$ cat src/rtl/rll_key_pkg.sv
// Shared types for the RLL key loader: key width, key vector and loader FSM states.
package rll_key_pkg;

  localparam int KEY_WIDTH = 16;

  typedef logic [KEY_WIDTH-1:0] key_vec_t;

  typedef enum logic [1:0] {
    IDLE  = 2'd0,
    SHIFT = 2'd1,
    CHECK = 2'd2
  } key_ld_state_t;

endpackage

$ cat src/rtl/rll_key_shadow.sv
// Shadow key register: captures serial bits at the counter position and keeps a running
// even-parity accumulator over data and parity bits.
module rll_key_shadow
  import rll_key_pkg::*;
#(
  parameter int KEY_WIDTH = rll_key_pkg::KEY_WIDTH
) (
  input  logic                 clk,
  input  logic                 rst,
  input  logic                 clear_i,
  input  logic                 shift_i,
  input  logic                 bit_i,
  output logic [KEY_WIDTH-1:0] shadow_o,
  output logic                 done_o,
  output logic                 parity_ok_o
);

  localparam int CNT_W = $clog2(KEY_WIDTH + 1);

  logic [KEY_WIDTH-1:0] shadow_q, shadow_d;
  logic [CNT_W-1:0]     cnt_q, cnt_d;
  logic                 par_q, par_d;

  assign done_o      = (cnt_q == CNT_W'(KEY_WIDTH));
  // The accumulator folds in the parity bit as well, so a good frame leaves it at 0.
  assign parity_ok_o = ~par_q;
  assign shadow_o    = shadow_q;

  always_comb begin
    // NOTE: every variable gets a default first, so no path can leave a latch behind.
    shadow_d = shadow_q;
    cnt_d    = cnt_q;
    par_d    = par_q;
    if (clear_i) begin
      shadow_d = '0;
      cnt_d    = '0;
      par_d    = 1'b0;
    end else if (shift_i) begin
      par_d = par_q ^ bit_i;
      if (!done_o) begin
        for (int i = 0; i < KEY_WIDTH; i++) begin
          if (cnt_q == CNT_W'(i)) shadow_d[i] = bit_i;
        end
        cnt_d = cnt_q + CNT_W'(1);
      end
    end
  end

  always_ff @(posedge clk) begin
    // NOTE: sequential state uses non-blocking assignments so every register samples
    // the pre-edge values regardless of statement order.
    if (rst) begin
      shadow_q <= '0;
      cnt_q    <= '0;
      par_q    <= 1'b0;
    end else begin
      shadow_q <= shadow_d;
      cnt_q    <= cnt_d;
      par_q    <= par_d;
    end
  end

endmodule

$ cat src/rtl/rll_key_loader.sv
// Serial key loader for the RLL-locked core: shifts in KEY_WIDTH bits plus even parity
// and updates the parallel key bus only on a verified commit.
module rll_key_loader
  import rll_key_pkg::*;
#(
  parameter int KEY_WIDTH = rll_key_pkg::KEY_WIDTH
) (
  input  logic                 clk,
  input  logic                 rst,
  input  logic                 load_start,
  input  logic                 key_bit,
  input  logic                 key_valid,
  output logic                 key_ready,
  output logic [KEY_WIDTH-1:0] key_out,
  output logic                 key_armed,
  output logic                 load_busy,
  output logic                 load_error
);

  key_ld_state_t        state_q;
  logic [KEY_WIDTH-1:0] key_out_q;
  logic [KEY_WIDTH-1:0] shadow;
  logic                 key_armed_q, load_busy_q, load_error_q, key_ready_q;
  logic                 xfer, clear, done, parity_ok;

  // A restart in SHIFT wins over a transfer offered in the same cycle.
  assign xfer  = key_valid && key_ready_q && !load_start;
  assign clear = load_start && (state_q != CHECK);

  rll_key_shadow #(.KEY_WIDTH(KEY_WIDTH)) u_shadow (
    .clk         (clk),
    .rst         (rst),
    .clear_i     (clear),
    .shift_i     (xfer),
    .bit_i       (key_bit),
    .shadow_o    (shadow),
    .done_o      (done),
    .parity_ok_o (parity_ok)
  );

  always_ff @(posedge clk) begin
    if (rst) begin
      state_q      <= IDLE;
      key_out_q    <= '0;
      key_armed_q  <= 1'b0;
      load_busy_q  <= 1'b0;
      load_error_q <= 1'b0;
      key_ready_q  <= 1'b0;
    end else begin
      unique case (state_q)
        IDLE: begin
          if (load_start) begin
            state_q      <= SHIFT;
            load_error_q <= 1'b0;
            load_busy_q  <= 1'b1;
            key_ready_q  <= 1'b1;
          end
        end
        SHIFT: begin
          if (xfer && done) begin
            state_q     <= CHECK;
            key_ready_q <= 1'b0;
          end
        end
        CHECK: begin
          if (parity_ok) begin
            key_out_q   <= shadow;
            key_armed_q <= 1'b1;
          end else begin
            load_error_q <= 1'b1;
          end
          state_q     <= IDLE;
          load_busy_q <= 1'b0;
        end
        default: begin
          state_q     <= IDLE;
          load_busy_q <= 1'b0;
          key_ready_q <= 1'b0;
        end
      endcase
    end
  end

  assign key_out    = key_out_q;
  assign key_armed  = key_armed_q;
  assign load_busy  = load_busy_q;
  assign load_error = load_error_q;
  assign key_ready  = key_ready_q;

endmodule

$ cat config.mk
export PLATFORM = sky130hd
export DESIGN_NAME = rll_key_loader
export DESIGN_NICKNAME = d
export VERILOG_FILES = /design/src/rtl/rll_key_pkg.sv /design/src/rtl/rll_key_shadow.sv /design/src/rtl/rll_key_loader.sv
export SDC_FILE = /design/constraint.sdc
export NUM_CORES = 1
export LEC_CHECK = 0
export CORE_UTILIZATION = 49
export DETAILED_ROUTE_END_ITERATION = 8
export DONT_BUFFER_PORTS = 1
export MAX_ROUTING_LAYER = met4
export PLACE_DENSITY_LB_ADDON = 0.15
export SYNTH_ARGS = -nofsm -noshare
export SYNTH_HDL_FRONTEND = slang
export SYNTH_SLANG_ARGS = --single-unit
$ cat constraint.sdc
create_clock -name clk -period 2.15 [get_ports clk]
set_clock_uncertainty 0.1 [all_clocks]
set_input_delay 0.5375 -clock clk [delete_from_list [all_inputs] [get_ports clk]]
set_output_delay 0.5375 -clock clk [all_outputs]
set_load 0.005 [all_outputs]
Word-level counts from Yosys, hierarchy flattened
Cells that the tools add are included.
{"block": "totals", "regBits": 44, "inputBits": 5, "out_inout_bits": 20, "elab_cells": 93}
{"block": "op_classes", "add_sub_neg": 1, "n_eq_ne": 22, "mux": 10, "n_bitwise": 5, "reduce_logical": 31}
{"op": "$reduce_and A3 Y1", "n": 18}
{"op": "$eq A5 B4 Y1 const B", "n": 8}
{"op": "$eq A5 B3 Y1 const B", "n": 4}
{"op": "$eq A5 B2 Y1 const B", "n": 2}
{"op": "$reduce_and A2 Y1", "n": 4}
{"op": "$ne A2 B2 Y1 const B", "n": 3}
{"op": "$add A5 B1 Y5 const B", "n": 1}
{"op": "$eq A5 B1 Y1 const B", "n": 1}
{"op": "$eq A5 B5 Y1 const B", "n": 1}
{"op": "$logic_not A5 Y1", "n": 1}
{"op": "$logic_and A1 B1 Y1", "n": 4}
{"op": "$mux W1", "n": 4}
{"op": "$mux W2", "n": 2}
{"op": "$not A1 Y1", "n": 4}
{"op": "$pmux W1 S2", "n": 2}
{"op": "$pmux W2 S2", "n": 1}
{"op": "$pmux W1 S3", "n": 1}
{"op": "$eq A2 B1 Y1 const B", "n": 1}
{"op": "$eq A2 B2 Y1 const B", "n": 1}
{"op": "$logic_not A2 Y1", "n": 1}
{"op": "$ne A2 B1 Y1 const B", "n": 1}
{"op": "$reduce_bool A2 Y1", "n": 1}
{"op": "$reduce_or A2 Y1", "n": 1}
{"op": "$logic_not A1 Y1", "n": 1}
{"op": "$xor A1 B1 Y1", "n": 1}

Longest topological paths before layout
{"block": "depth", "ltp_word": 5, "depth_mapped": 7, "mapped_depth_nobuf": 6}

By module
A second synthesis with hierarchy kept.
{"block": "unflattened", "hier_cells": 219, "hier_area_um2": 1898.1}
{"mod": "rll_key_shadow", "instances": 1, "cells_each": 119, "area_per_inst_um2": 1066.0, "seq_area_each_um2": 440.4}
{"mod": "rll_key_loader", "instances": 1, "cells_each": 100, "area_per_inst_um2": 832.0, "seq_area_each_um2": 440.4}

Least setup slack after synthesis
Ideal clock, no wire load.
{"block": "synth_timing", "kind": "reg-to-reg", "startpoint": "register u_shadow.cnt_q[0]", "endpoint": "register u_shadow.cnt_q[4]", "setup_ns": 0.095, "arrival_time_ns": 1.363, "required_time_ns": 1.955, "setup_slack_ns": 0.591, "path_stages_with_launch": 6, "path_buffers": 1, "period_less_slack_ns": 1.559, "path_cell_list": "dfxtp_1 > ha_1 > clkbuf_1 > and3_1 > ha_1 > a221oi_1"}
{"block": "synth_between", "elab_chain_len": 3, "word_cells_on_any_way": 4, "cone_classes": "add/sub (1); eq/ne (1); bitwise (1); reduce/logical (1)"}
{"element": "start: declaration", "line": "rll_key_shadow.sv:21", "source": "logic [CNT_W-1:0] cnt_q, cnt_d;"}
{"element": "start signal: assignment", "line": "rll_key_shadow.sv:58", "source": "cnt_q <= cnt_d;"}
{"element": "branches (longest 3 deep; another with $add A5 B1 Y5)"}
Several ways; the timed one is not identified.
A chain may end at the register's enable or synchronous reset.

Final worst setup path
{"block": "layout_timing", "startpoint": "register state_q[0]", "endpoint": "register u_shadow.shadow_q[1], in the netlist u_shadow.shadow_o[1]"}
{"block": "layout_between", "elab_chain_len": 3}
{"element": "start: declaration", "line": "rll_key_loader.sv:20", "source": "key_ld_state_t state_q;"}
{"element": "start signal: assignment", "line": "rll_key_loader.sv:43", "source": "state_q <= IDLE;"}
{"element": "start signal: assignment", "line": "rll_key_loader.sv:53", "source": "state_q <= SHIFT;"}
{"element": "start signal: assignment", "line": "rll_key_loader.sv:61", "source": "state_q <= CHECK;"}
{"element": "$ne A2 B2 Y1", "line": "rll_key_loader.sv:28", "source": "assign clear = load_start && (state_q != CHECK);"}
{"element": "$logic_and A1 B1 Y1", "line": "rll_key_loader.sv:28"}
{"element": "$reduce_or A2 Y1 (no source line)"}
{"element": "end signal: assignment", "line": "rll_key_shadow.sv:57", "source": "shadow_q <= shadow_d;"}
{"element": "end: declaration", "line": "rll_key_shadow.sv:20", "source": "logic [KEY_WIDTH-1:0] shadow_q, shadow_d;"}
Every way passes these cells.

==> tab_implementation.tex <==
\begin{tabular}{lr}
\hline
Metric & Value \\
\hline
\multicolumn{2}{l}{\textbf{Worst setup path}} \\
Critical Path End Type & flip-flop \\
RR Startpoint & state\_q[0] \\
Endpoint of the most critical register-to-register path & u\_shadow.shadow\_o[1] \\
Worst R2R Path Depth & 4 \\
Required @ worst endpoint & 2.21 ns \\
Launching element type of the critical path & flip-flop \\
Flop-to-flop setup slack & 0.46 ns \\
Data arrival, critical path & 1.74 ns \\
Timing startpoint of the critical path & state\_q[0] \\
Largest fanout on the critical path & 10 \\
Worst Path Class, Setup & reg2reg \\
End of the critical path & u\_shadow.shadow\_o[1] \\
\multicolumn{2}{l}{\textbf{Routing}} \\
DRC violation total after the first TritonRoute iteration & 92 \\
Via density per instance & 5.79 \\
Total iterations of the first detailed-routing run & 4 \\
Routed len/inst & 15.1 um \\
DR vias & 1547 \\
Antenna-violating nets left & 0 \\
Final Routed Wirelength & 4040 um \\
Residual DRC & 0 \\
\multicolumn{2}{l}{\textbf{Final layout}} \\
Layout cell share with drive strength beyond 1 & 0.0913 \\
Post-route non-filler standard cell count & 267 \\
Antenna cells & 0 \\
Layout net count & 228 \\
Area growth syn-to-layout & 3.12\% \\
\multicolumn{2}{l}{\textbf{GRT}} \\
GRT Max-Usage Layer & met2 \\
Met2 GRT Util & 0.351 \\
Total global routing track utilization & 0.220 \\
Number of global-route vias before repair & 1512 \\
Number of antenna violations at the first check in global routing & 0 \\
GRT met3 Usage & 0.0625 \\
Pin count of the biggest net entering global routing & 23 \\
Wire length of the first global-routing pass & 6910 um \\
Total global routing overflow & 0 \\
Global-route met1 utilization & 0.263 \\
\multicolumn{2}{l}{\textbf{Placed design}} \\
Number of port buffers & 0 \\
RePlAce Congestion & 0.812 \\
Post-DP HPWL & 2780 um \\
Cell count after placement & 259 \\
\multicolumn{2}{l}{\textbf{Clocking}} \\
Clock slew seen by the registers of the worst setup and hold paths & 0.08 ns \\
H-tree depth & 2 \\
Post-CTS Setup Repair Bufs & 0 \\
Hold-fix buffers at CTS & 0 \\
Clock net sink count & 44 \\
Maximum buffer depth of the clock tree & 2 \\
Clock tree root driver cell & clkbuf\_8 \\
TritonCTS clock tree & done \\
Skew-Pair Late Insertion Delay & 0.29 ns \\
Clock buffers created by TritonCTS & 5 \\
PostCTS Resize Cnt & 0 \\
\multicolumn{2}{l}{\textbf{STA}} \\
Slew margin rel. & 0.602 \\
Minimum hold slack & 0.205 ns \\
Portion of the clock cycle consumed by the worst path in the final layout & 0.784 \\
Final Hold Violating Endpoints & 0 \\
Transition time at the pin with the least slew margin & 0.594 ns \\
Number of failing setup endpoints in the final timing report & 0 \\
Final Critical Period & 1.69 ns \\
Count of pins over their slew limit & 0 \\
Final-layout setup total negative slack & 0 ns \\
Unrepaired setup endpoints after global routing & no \\
Achievable frequency & 0.593 GHz \\
\multicolumn{2}{l}{\textbf{Yosys}} \\
Register bit count reported by yosys & 44 \\
Number of flops mapped to enable cells by yosys & 0 \\
Seq/Total Area, Yosys & 0.448 \\
Main flop type after synthesis & dfxtp\_1 \\
Number of different library cells in the post-synthesis netlist & 34 \\
Post-synthesis net count & 236 \\
Synth Instances & 226 \\
Ys async rst share & 0 \\
Ys Warns & 0 \\
Post-Syn Area & 1970 um2 \\
Mean post-synth cell area & 8.70 um2 \\
\multicolumn{2}{l}{\textbf{Floorplanning}} \\
Chip Width & 65.3 um \\
Number of rows in the core area & 22 \\
Count of pins on the block boundary & 25 \\
Initial standard-cell utilization of the core & 0.525 \\
Full die area & 4270 um2 \\
Area inside the core boundary & 3740 um2 \\
Height of the die & 65.3 um \\
\multicolumn{2}{l}{\textbf{Power}} \\
LEAKAGE & 0.702 nW \\
Power per unit of standard cell area & 696 nW/um2 \\
Maximum vdd ir drop & 0.327 mV \\
Overall Power & 1.41 mW \\
\multicolumn{2}{l}{\textbf{Hold path}} \\
Path class of the lowest-slack min-delay path & in2reg \\
\multicolumn{2}{l}{\textbf{Job}} \\
Total of max-cap violations & 0 \\
\multicolumn{2}{l}{\textbf{Outcome}} \\
Run status & complete, no violations \\
\hline
\end{tabular}
==> how the worst min path moves through the flow <==
| stage | from | endpoint | slack (ns) | depth (start not counted) |
|---|---|---|---|---|
| after floorplan | u_shadow.shadow_o[15] | key_out[15] | 0.33 | 2 |
| after global placement | u_shadow.shadow_o[15] | key_out[15] | 0.33 | 2 |
| after detailed placement | u_shadow.shadow_o[4] | key_out[4] | 0.34 | 2 |
| after CTS | rst | key_out[1] | 0.20 | 1 |
| after global routing | rst | key_out[2] | 0.19 | 1 |
| final | rst | key_out[6] | 0.20 | 1 |
==> state kept, by name, indices dropped and copies added (netlist names) <==
register / cells
load_busy: 1
load_error: 1
key_out: 16
u_shadow.cnt_q: 5
key_armed: 1
u_shadow.par_q: 1
state_q: 2
key_ready: 1
u_shadow.shadow_o: 16
==> final cells by class <==
| type | count | area (um2) |
|---|---|---|
| Multi-Input combinational cell | 149 | 917 |
| Fill cell | 369 | 1720 |
| Tap cell | 48 | 60.1 |
| Inverter | 16 | 60.1 |
| Timing Repair Buffer | 2 | 15.0 |
| Clock buffer | 7 | 86.3 |
| Sequential cell | 44 | 881 |
| Clock inverter | 1 | 7.51 |
==> logic make-up after synthesis <==
logic type	share of synthesized area
AO/OA/AOI/OAI	0.188
adder cells (fa/ha/maj)	0.0318
buffers and inverters	0.0853
flip-flops	0.448
multiplexers	0.0407
AND/OR/NAND/NOR	0.206
==> cell usage after synthesis, drive strengths merged (4+ instances only) <==
library cell,instances,area share
dfxtp,44,0.45
a21oi,32,0.081
nand2,32,0.061
inv,16,0.031
buf,10,0.041
nand3,10,0.025
nand4,10,0.032
o211ai,9,0.034
o21ai,9,0.025
mux2i,8,0.041
a31o,7,0.031
clkbuf,7,0.014
nor2,6,0.011
ha,5,0.032
nor2b,4,0.013
==> critical path, cell delays in order, from the launching register on <==
cell and delay (ns):
dfxtp_1 0.54, nor2b_1 0.08, buf_4 0.18, o211ai_1 0.50
mux2i_1 0.15
==> stage by stage <==
stage                     worst slack [ns]  cell area, um2   util
after CTS                            0.473            2030  0.541
final                                0.464            2030  0.541
after global placement               0.552            1930  0.516
after detailed placement             0.493            1930  0.516
after global routing                 0.324            2030  0.541
after floorplan                      0.591            1970      -
==> metal layers <==
layer / wire length, um / vias up
li1: - / 779
met1: 1820 / 725
met2: 1960 / 38
met3: 192 / 5
met4: 56 / 0
met5: 0 / -
==> placed cells by master (no fill, tap or decap), types with 2 or more instances in the layout <==
master     n
nor2b_1    4
o211ai_1   9
nand3_1   10
nor2_1     6
a31o_2     6
ha_1       5
o21ai_0    8
clkbuf_8   6
or3_1      2
inv_1     16
mux2i_1    8
buf_4      2
a21oi_1   32
nand4_1   10
and3_1     3
nand2_1   32
dfxtp_1   44
==> report_power, final <==
part / internal (mW) / switching, mW
registers: 0.821 / 0.0115
clock network: 0.261 / 0.273
logic: 0.0141 / 0.0299
(Power assumes the default switching activity.)
